`config.mk`:
```
export PLATFORM = sky130hd
export DESIGN_NAME = adc_scan_scheduler
export DESIGN_NICKNAME = d
export VERILOG_FILES = /design/src/rtl/adc_scan_scheduler.sv
export SDC_FILE = /design/constraint.sdc
export NUM_CORES = 1
export LEC_CHECK = 0
export CAP_MARGIN = 10
export CORE_ASPECT_RATIO = 1.2
export CORE_MARGIN = 1.5
export CORE_UTILIZATION = 35
export DETAILED_ROUTE_END_ITERATION = 10
export PLACE_DENSITY = 0.55
export REMOVE_ABC_BUFFERS = 1
export SETUP_SLACK_MARGIN = 0.5
export SLEW_MARGIN = 0
export SYNTH_ARGS = -nofsm -noshare
export SYNTH_HDL_FRONTEND = slang
export SYNTH_SLANG_ARGS = --single-unit
export TNS_END_PERCENT = 5
```
`constraint.sdc`:
```
create_clock -name clk -period 3.5 [get_ports clk]
set_input_delay 0.525 -clock clk [delete_from_list [all_inputs] [get_ports clk]]
set_output_delay 0.525 -clock clk [all_outputs]
set_load 0.02 [all_outputs]
```
`src/rtl/adc_scan_scheduler.sv`:
```
`default_nettype none
// ============================================================================
// Module      : adc_scan_scheduler
// Description : Shares one SPI ADC conversion engine between periodic
//               round-robin channel scans and on-demand single conversions.
// Revision    : 1.0 - initial release
// ============================================================================
module adc_scan_scheduler #(
    parameter int NUM_CH   = 8,
    parameter int CH_W     = 3,
    parameter int SCAN_DIV = 50000,
    parameter int TIMEOUT  = 2047
) (
    input  logic                clk,
    input  logic                rst_n,
    input  logic                scan_en,
    input  logic [NUM_CH-1:0]   ch_mask,
    input  logic                od_req,
    input  logic [CH_W-1:0]     od_ch,
    output logic                od_ack,
    output logic [7:0]          od_data,
    output logic                od_err,
    output logic                conv_start,
    output logic [CH_W-1:0]     conv_ch,
    input  logic                conv_done,
    input  logic [7:0]          conv_data,
    output logic [8*NUM_CH-1:0] ch_data,
    output logic [NUM_CH-1:0]   ch_valid,
    output logic                scan_done,
    output logic                timeout_err
);

    localparam int TICK_W = (SCAN_DIV > 1) ? $clog2(SCAN_DIV) : 1;
    localparam int TMO_W  = $clog2(TIMEOUT + 1);
    localparam logic [TICK_W-1:0] TICK_LAST = TICK_W'(SCAN_DIV - 1);
    localparam logic [TMO_W-1:0]  TMO_LAST  = TMO_W'(TIMEOUT - 1);

    typedef enum logic [1:0] {
        S_IDLE  = 2'd0,
        S_ISSUE = 2'd1,
        S_WAIT  = 2'd2,
        S_STORE = 2'd3
    } state_t;

    state_t              state_q, state_d;
    logic [TICK_W-1:0]   tick_q, tick_d;
    logic [TMO_W-1:0]    tmo_q, tmo_d;
    logic                pending_q, pending_d;
    logic                active_q, active_d;
    logic                job_od_q, job_od_d;
    logic [CH_W-1:0]     scan_ch_q, scan_ch_d;
    logic                conv_start_q, conv_start_d;
    logic [CH_W-1:0]     conv_ch_q, conv_ch_d;
    logic                od_ack_q, od_ack_d;
    logic [7:0]          od_data_q, od_data_d;
    logic                od_err_q, od_err_d;
    logic [8*NUM_CH-1:0] ch_data_q, ch_data_d;
    logic [NUM_CH-1:0]   ch_valid_q, ch_valid_d;
    logic                scan_done_q, scan_done_d;
    logic                timeout_err_q, timeout_err_d;

    logic                first_vld, next_vld;
    logic [CH_W-1:0]     first_ch, next_ch;
    logic                tick_wrap;
    logic                store_now, store_err;

    // Lowest enabled channel overall, and lowest enabled channel above the
    // last scanned one; the descending loop lets the lowest index win.
    always_comb begin
        first_vld = 1'b0;
        first_ch  = '0;
        next_vld  = 1'b0;
        next_ch   = '0;
        for (int k = NUM_CH - 1; k >= 0; k--) begin
            if (ch_mask[k]) begin
                first_vld = 1'b1;
                first_ch  = CH_W'(k);
                if (k > int'(scan_ch_q)) begin
                    next_vld = 1'b1;
                    next_ch  = CH_W'(k);
                end
            end
        end
    end

    always_comb begin
        state_d       = state_q;
        tick_d        = tick_q;
        tmo_d         = tmo_q;
        pending_d     = pending_q;
        active_d      = active_q;
        job_od_d      = job_od_q;
        scan_ch_d     = scan_ch_q;
        conv_start_d  = 1'b0;
        conv_ch_d     = conv_ch_q;
        od_ack_d      = 1'b0;
        od_data_d     = od_data_q;
        od_err_d      = od_err_q;
        ch_data_d     = ch_data_q;
        ch_valid_d    = ch_valid_q;
        scan_done_d   = 1'b0;
        timeout_err_d = timeout_err_q;
        tick_wrap     = 1'b0;
        store_now     = 1'b0;
        store_err     = 1'b0;

        if (scan_en) begin
            if (tick_q == TICK_LAST) begin
                tick_d    = '0;
                tick_wrap = 1'b1;
            end else begin
                tick_d = tick_q + 1'b1;
            end
        end else begin
            tick_d    = '0;
            pending_d = 1'b0;
            active_d  = 1'b0;
        end

        case (state_q)
            S_IDLE: begin
                if (od_req) begin
                    job_od_d     = 1'b1;
                    conv_ch_d    = od_ch;
                    conv_start_d = 1'b1;
                    tmo_d        = '0;
                    state_d      = S_ISSUE;
                end else if (active_q && scan_en) begin
                    if (next_vld) begin
                        job_od_d     = 1'b0;
                        conv_ch_d    = next_ch;
                        scan_ch_d    = next_ch;
                        conv_start_d = 1'b1;
                        tmo_d        = '0;
                        state_d      = S_ISSUE;
                    end else begin
                        // Mask shrank under an interleaved on-demand job.
                        active_d = 1'b0;
                    end
                end else if (pending_q && scan_en) begin
                    pending_d = 1'b0;
                    if (first_vld) begin
                        active_d     = 1'b1;
                        job_od_d     = 1'b0;
                        conv_ch_d    = first_ch;
                        scan_ch_d    = first_ch;
                        conv_start_d = 1'b1;
                        tmo_d        = '0;
                        state_d      = S_ISSUE;
                    end
                end
            end
            S_ISSUE: begin
                tmo_d   = '0;
                state_d = S_WAIT;
            end
            S_WAIT: begin
                if (conv_done) begin
                    store_now = 1'b1;
                end else if (tmo_q == TMO_LAST) begin
                    store_now     = 1'b1;
                    store_err     = 1'b1;
                    timeout_err_d = 1'b1;
                end else begin
                    tmo_d = tmo_q + 1'b1;
                end
            end
            S_STORE: begin
                state_d = S_IDLE;
            end
            default: begin
                state_d = S_IDLE;
            end
        endcase

        // Results are registered on entry to S_STORE so they are visible
        // during the store cycle itself.
        if (store_now) begin
            state_d = S_STORE;
            if (job_od_q) begin
                od_ack_d  = 1'b1;
                od_err_d  = store_err;
                od_data_d = store_err ? 8'h00 : conv_data;
            end else begin
                if (store_err) begin
                    ch_valid_d[conv_ch_q] = 1'b0;
                end else begin
                    ch_data_d[8*int'(conv_ch_q) +: 8] = conv_data;
                    ch_valid_d[conv_ch_q]             = 1'b1;
                end
                if (active_q && scan_en && !next_vld) begin
                    scan_done_d = 1'b1;
                    active_d    = 1'b0;
                end
            end
        end

        if (tick_wrap) begin
            pending_d = 1'b1;
        end
    end

    always_ff @(posedge clk or negedge rst_n) begin
        if (!rst_n) begin
            state_q       <= S_IDLE;
            tick_q        <= '0;
            tmo_q         <= '0;
            pending_q     <= 1'b0;
            active_q      <= 1'b0;
            job_od_q      <= 1'b0;
            scan_ch_q     <= '0;
            conv_start_q  <= 1'b0;
            conv_ch_q     <= '0;
            od_ack_q      <= 1'b0;
            od_data_q     <= '0;
            od_err_q      <= 1'b0;
            ch_data_q     <= '0;
            ch_valid_q    <= '0;
            scan_done_q   <= 1'b0;
            timeout_err_q <= 1'b0;
        end else begin
            state_q       <= state_d;
            tick_q        <= tick_d;
            tmo_q         <= tmo_d;
            pending_q     <= pending_d;
            active_q      <= active_d;
            job_od_q      <= job_od_d;
            scan_ch_q     <= scan_ch_d;
            conv_start_q  <= conv_start_d;
            conv_ch_q     <= conv_ch_d;
            od_ack_q      <= od_ack_d;
            od_data_q     <= od_data_d;
            od_err_q      <= od_err_d;
            ch_data_q     <= ch_data_d;
            ch_valid_q    <= ch_valid_d;
            scan_done_q   <= scan_done_d;
            timeout_err_q <= timeout_err_d;
        end
    end

    assign conv_start  = conv_start_q;
    assign conv_ch     = conv_ch_q;
    assign od_ack      = od_ack_q;
    assign od_data     = od_data_q;
    assign od_err      = od_err_q;
    assign ch_data     = ch_data_q;
    assign ch_valid    = ch_valid_q;
    assign scan_done   = scan_done_q;
    assign timeout_err = timeout_err_q;

endmodule
`default_nettype wire
```
==> impl_metrics.toml, run 1 <==
[yosys]
yosysUniqueCellTypes = 50
synth_top_area_cell = "dfrtp_1"
synth_seq_cells = 123
ys_warn_count = 0
synth-edff-count = 0
syn_area_per_cell_sq_um = 9.65
synth-seq-area-share = 0.561
syn_inst = 569
synthTopCellsByArea = "dfrtp_1, nand2_1, o21ai_0"
async_flop_share = 1.00
dominantRegCellSynth = "dfrtp_1"
netlist_area_sq_um = 5490
yosysTopAreaCellShare = 0.561

[placement]
dp_cells = 873
hpwl_um = 10100
gp_congestion = 0.845
portBuffers = 111
dpl_cell_area_sq_um = 6840

[power_and_ir_drop]
ir_drop_uv = 364
p_leak_nw = 3.18
power.density_nw_per_um2 = 645

[outcome]
status = "completed"

[critical_path]
worstPathMaxFanout = 16
critPathBufInv = 1
slowest_stage = "nand3_1"
startpoint_type = "flip-flop"
required_ns = 3.76
cpPeakStageDelay_ns = 0.47
cp_cell_sequence = "inv_1, ha_1, ha_1, nor2b_1, nand3_1, nand2_1, o21ai_0"
critical_path_class = "reg -> reg"
r2r-start = "conv_ch[1]"
critPathTopFamily = "simple AND/OR/NAND/NOR gates"
critPathCaptureType = "flip-flop"
cp_data_arrival_time_ns = 2.72
r2r_slack_ns = 1.04
cp_common_cell = "ha_1"
reg2reg_to = "ch_data[9]"
r2r_cells = 7

[grt]
track_usage = 0.174
grt_max_degree = 49
grt_pass1_wl_um = 22800
grt_pass1_vias = 4397
grt_overflow_total = 0
antenna_found_initial = 0

[sta]
worst_pin_slew_ns = 0.657
hold_slack_ns = 0.134
finalClockSkew_ns = 0.00799
relSlewSlack = 0.561
min_period_ns = 2.46
final.setup.tns_ns = 0
clock.fmax_mhz = 407
hold_viol = 0
slew_violations = 0
period_share = 0.702
rsz0062_at_grt = "no"
final-setup-viol-count = 0

[floorplan]
die_w_um = 117
row_count = 49
io_pins = 112
core_sq_um = 15100
dieArea_sq_um = 16500
initial_core_util = 0.363
die_h_um = 140

[routing]
drc_errors = 0
ant_nets = 0
drtPass1Iterations = 5
drt_iter0_drc = 348
via_per_inst = 4.97
wire_per_inst_um = 15.2
totalWireLength_um = 13800
vias = 4489

[finish]
instances_no_fill = 904
syn_to_final_growth_pct = 36.1
num_antenna_cells = 0
regArea_sq_um = 3080
multi_input_area_sq_um = 2270
nFillCells = 1418
drive_above_1_share = 0.0971
final_core_util = 0.494
stdcell_area_sq_um = 7470
fin_nets = 720

[clocking]
clk_path_buf_depth = 2
cts_tree = "yes"
cts_buffers = 17
clk_latency_ns = 0.40
clkTransAtPathRegs_ns = 0.05
cts_setup_buffers = 0
cts_sinks = 123
ctsHtreeMaxLevel = 4
clockRootBuffer = "clkbuf_16"
ctsResizeCount = 0
cts_hold_buf = 0

[job]
drv_cap = 0

[worst_hold_path]
hold_class = "in -> async"
## sequential cells by signal, summed over array words and instances, names as in the netlist, named ones only
signal / cells
conv_start: 1
scan_ch_q: 3
timeout_err: 1
ch_data: 64
scan_done: 1
od_ack: 1
tmo_q: 11
active_q: 1
state_q: 2
job_od_q: 1
conv_ch: 3
pending_q: 1
od_data: 8
tick_q: 16
od_err: 1
## metal layers
layer,up-vias,track usage,routed length (um)
met2,138,0.281,6450
met4,0,0.0663,208
met5,-,0,0
met3,17,0.0444,788
met1,2133,0.225,6310
li1,2201,-,-
## per-stage QoR
stage,worst slack [ns],power [mW]
after floorplan,1.16,2.40
after global placement,0.830,2.95
after detailed placement,0.801,2.97
after CTS,0.995,4.87
after global routing,0.809,5.07
final,1.04,4.82
## worst register-to-register path, cell delays in order (launching register included)
cell	delay (ns)
dfrtp_1	0.46
inv_1	0.18
ha_1	0.22
ha_1	0.32
nor2b_1	0.36
nand3_1	0.47
nand2_1	0.20
o21ai_0	0.11
## area by class of cell
class / instances / area share
repair buffers: 118 / 0.157
clock inverters: 12 / 0.0263
multi-input cells: 412 / 0.303
flip-flops and latches: 123 / 0.412
clock buffers: 19 / 0.0593
well taps: 204 / 0.0341
inverters: 16 / 0.00803
## cells by family (layout without fill, tap and decap cells)
group                      count (synthesis)  count (layout)  share of synthesized area
and+or+nand+nor                          251             251                      0.208
adders and majority gates                  8               8                     0.0182
xor gates and xnor gates                  13              13                     0.0207
DFF                                      123             123                      0.561
buffers and inverters                     34             165                     0.0262
AOI/OAI and AO/OA                        118             118                      0.122
muxes                                     22              22                     0.0442
## synth_stat cells, drive strengths merged (3+ instances only)
| cell type | count |
|---|---|
| nand4 | 3 |
| and3 | 5 |
| mux2i | 4 |
| clkbuf | 10 |
| buf | 8 |
| nor4 | 7 |
| dfrtp | 123 |
| inv | 16 |
| a31oi | 9 |
| and4 | 3 |
| a21oi | 11 |
| nand2b | 6 |
| xor2 | 3 |
| o21ai | 82 |
| nand2 | 135 |
| nor2b | 4 |
| nor2 | 35 |
| xnor2 | 10 |
| mux2 | 18 |
| ha | 8 |
| nand3 | 22 |
| or3 | 4 |
| nor3 | 19 |
## power breakdown
| part | internal [mW] | switching [mW] | leakage (nW) | total, mW |
|---|---|---|---|---|
| clock network | 1.27 | 0.612 | 0.305 | 1.89 |
| logic | 0.482 | 0.721 | 1.21 | 1.20 |
| registers | 1.58 | 0.146 | 1.67 | 1.73 |
| total | 3.34 | 1.48 | 3.18 | 4.82 |
## cells in the final DEF (no fill, tap or decap), types with 7 or more instances in the layout
cell,count
nand2_1,134
dfrtp_1,123
clkdlybuf4s50_1,110
o21ai_0,80
nor2_1,35
nand3_1,22
nor3_1,18
mux2_2,18
clkbuf_16,17
inv_1,16
a21oi_1,11
xnor2_1,10
a31oi_1,9
ha_1,8
buf_4,7
## how the worst max path moves through the flow
stage | start | to | cells past startpoint
after detailed placement | conv_done | ch_data[9] | 6
after global routing | conv_ch[1] | ch_data[13] | 6
after global placement | ch_mask[1] | tmo_q[1] | 8
final | conv_ch[1] | ch_data[9] | 7
after CTS | conv_ch[1] | ch_data[9] | 7
after floorplan | conv_ch[0] | ch_data[0] | 7
Power figures use the tool's default switching activity.
==> run 2: changes to the inputs <==
Settings changed: PLACE_DENSITY 0.55 to 0.57.
Clock period 3.5 ns to 2 ns, I/O delays scaled along.
==> run 2 against run 1 <==
- power is 93% higher
- clock skew is 0.00052 ns lower
- sequential cell count is the same
- wire length grew 11%
- critical endpoint is now tmo_q[1]
==> impl_metrics.toml, run 2 (same netlist as run 1, synthesis figures left out) <==
[routing]
via_per_inst = 5.04
totalWireLength_um = 15300
vias = 4855
drt_iter0_drc = 328
ant_nets = 0
drtPass1Iterations = 6
drc_errors = 0
wire_per_inst_um = 15.8

[critical_path]
critPathBufInv = 0
critical_path_class = "reg -> reg"
critPathCaptureType = "flip-flop"
required_ns = 2.29
slowest_stage = "or4b_4"
reg2reg_to = "tmo_q[1]"
critPathTopFamily = "simple AND/OR/NAND/NOR gates"
r2r_slack_ns = 0.07
cp_cell_sequence = "or4b_4, nor2b_4, a41oi_4, nor3_2, o21ai_2, mux2_4"
r2r_cells = 6
startpoint_type = "flip-flop"
worstPathMaxFanout = 3
cpPeakStageDelay_ns = 0.54
cp_data_arrival_time_ns = 2.23
r2r-start = "scan_ch_q[0]"

[finish]
drive_above_1_share = 0.343
final_core_util = 0.590
syn_to_final_growth_pct = 62.8
final_cell_mix = "dfrtp_1, nand2_1, dlymetal6s2s_1"
largest_register_ffs = 64
mostFrequentLayoutCell = "dfrtp_1"
fin_nets = 779
num_antenna_cells = 0

[placement]
dp_slack_ns = -0.306
hpwl_um = 10600
portBuffers = 111
gp_congestion = 0.848

[grt]
track_usage = 0.184
grt_max_degree = 41
grt_pass1_wl_um = 24200
grt_pass1_vias = 4710
antenna_found_initial = 0
grt_overflow_total = 0

[sta]
clock.fmax_mhz = 517
hold_viol = 0
relSlewSlack = 0.627
timing.final.ws_setup_ns = 0.0653
min_period_ns = 1.93
worst_pin_slew_ns = 0.555
hold_slack_ns = 0.381
slew_violations = 0
final-setup-viol-count = 0
finalClockSkew_ns = 0.00747
period_share = 0.967
rsz0062_at_grt = "yes"

[floorplan]
die_w_um = 117
dieArea_sq_um = 16500
initial_core_util = 0.363
row_count = 49
io_pins = 112
die_h_um = 140
core_sq_um = 15100

[clocking]
cts_tree = "yes"
cts_buffers = 17
clk_latency_ns = 0.41
clk_path_buf_depth = 2
clkTransAtPathRegs_ns = 0.06
ctsHtreeMaxLevel = 4
clockRootBuffer = "clkbuf_16"
cts_sinks = 123

[power_and_ir_drop]
power.density_nw_per_um2 = 1040
ir_drop_uv = 861
finalPower_mw = 9.33
p_leak_nw = 5.20

[job]
drv_cap = 0

[worst_hold_path]
hold_class = "in -> async"

[outcome]
status = "completed"
run 2: cell count changes in the layout (fill, tap and decap cells not counted), sizes merged:
cell	delta
buf	+60
bufinv	-1
clkdlybuf4s50	-88
clkinv	+4
clkinvlp	-2
dlygate4sd3	+1
dlymetal6s2s	+85
inv	+1
run 2: layer usage:
metal,vias up,global-route usage,routed length [um]
li1,2343,-,-
met4,0,0.0624,315
met1,2356,0.236,6750
met2,135,0.302,7420
met3,21,0.0509,771
met5,-,0,0
run 2: worst max path at each step:
stage,start,to,slack [ns],cells after the start
floorplan,conv_ch[0],ch_data[0],-0.34,7
global placement,ch_mask[1],tmo_q[1],-0.29,7
detailed placement,ch_mask[1],tmo_q[1],-0.31,7
CTS,conv_ch[0],conv_ch[0],0.04,2
global route,scan_ch_q[0],tmo_q[1],-0.009,6
finish,scan_ch_q[0],tmo_q[1],0.07,6
run 2: final cells by class:
| class | count | area (sq um) |
|---|---|---|
| fill | 1269 | 6210 |
| sequential | 123 | 3080 |
| multi-input combinational | 412 | 2980 |
| timing repair buffer | 177 | 1940 |
| clock buffer | 18 | 429 |
| tap | 204 | 255 |
| clock inverter | 14 | 195 |
| inverter | 16 | 60.1 |
run 2: worst reg2reg max path, delay by kind of cell, from the launching register on:
| family | cells | cell delay, ns |
|---|---|---|
| flops | 1 | 0.40 |
| compound gates | 2 | 0.34 |
| simple gates | 3 | 0.75 |
| mux | 1 | 0.32 |
run 2: per-stage QoR:
| stage | instances | TNS [ns] | instance area, sq um |
|---|---|---|---|
| after detailed placement | 925 | -4.66 | 7240 |
| after CTS | 964 | 0 | 8000 |
| after floorplan | 551 | -9.98 | 5410 |
| after global routing | 964 | -0.00877 | 8940 |
| after global placement | 925 | -4.21 | 7240 |
| final | 964 | 0 | 8940 |
run 2: repair_timing:
| action | in CTS | in global routing |
|---|---|---|
| setup buffers | 6 | 0 |
| endpoints found under the setup margin | 207 | 207 |
| pin swaps | 1 | 78 |
| resized for setup | 20 | 327 |
| hold buffers | 1 | 0 |
| endpoints found under the hold margin | 27 | 0 |
run 2: power by group:
part / leakage [nW] / internal, mW / switching, mW
Clock: 0.304 / 2.09 / 1.12
Combinational: 3.23 / 1.38 / 1.74
Sequential: 1.67 / 2.77 / 0.218
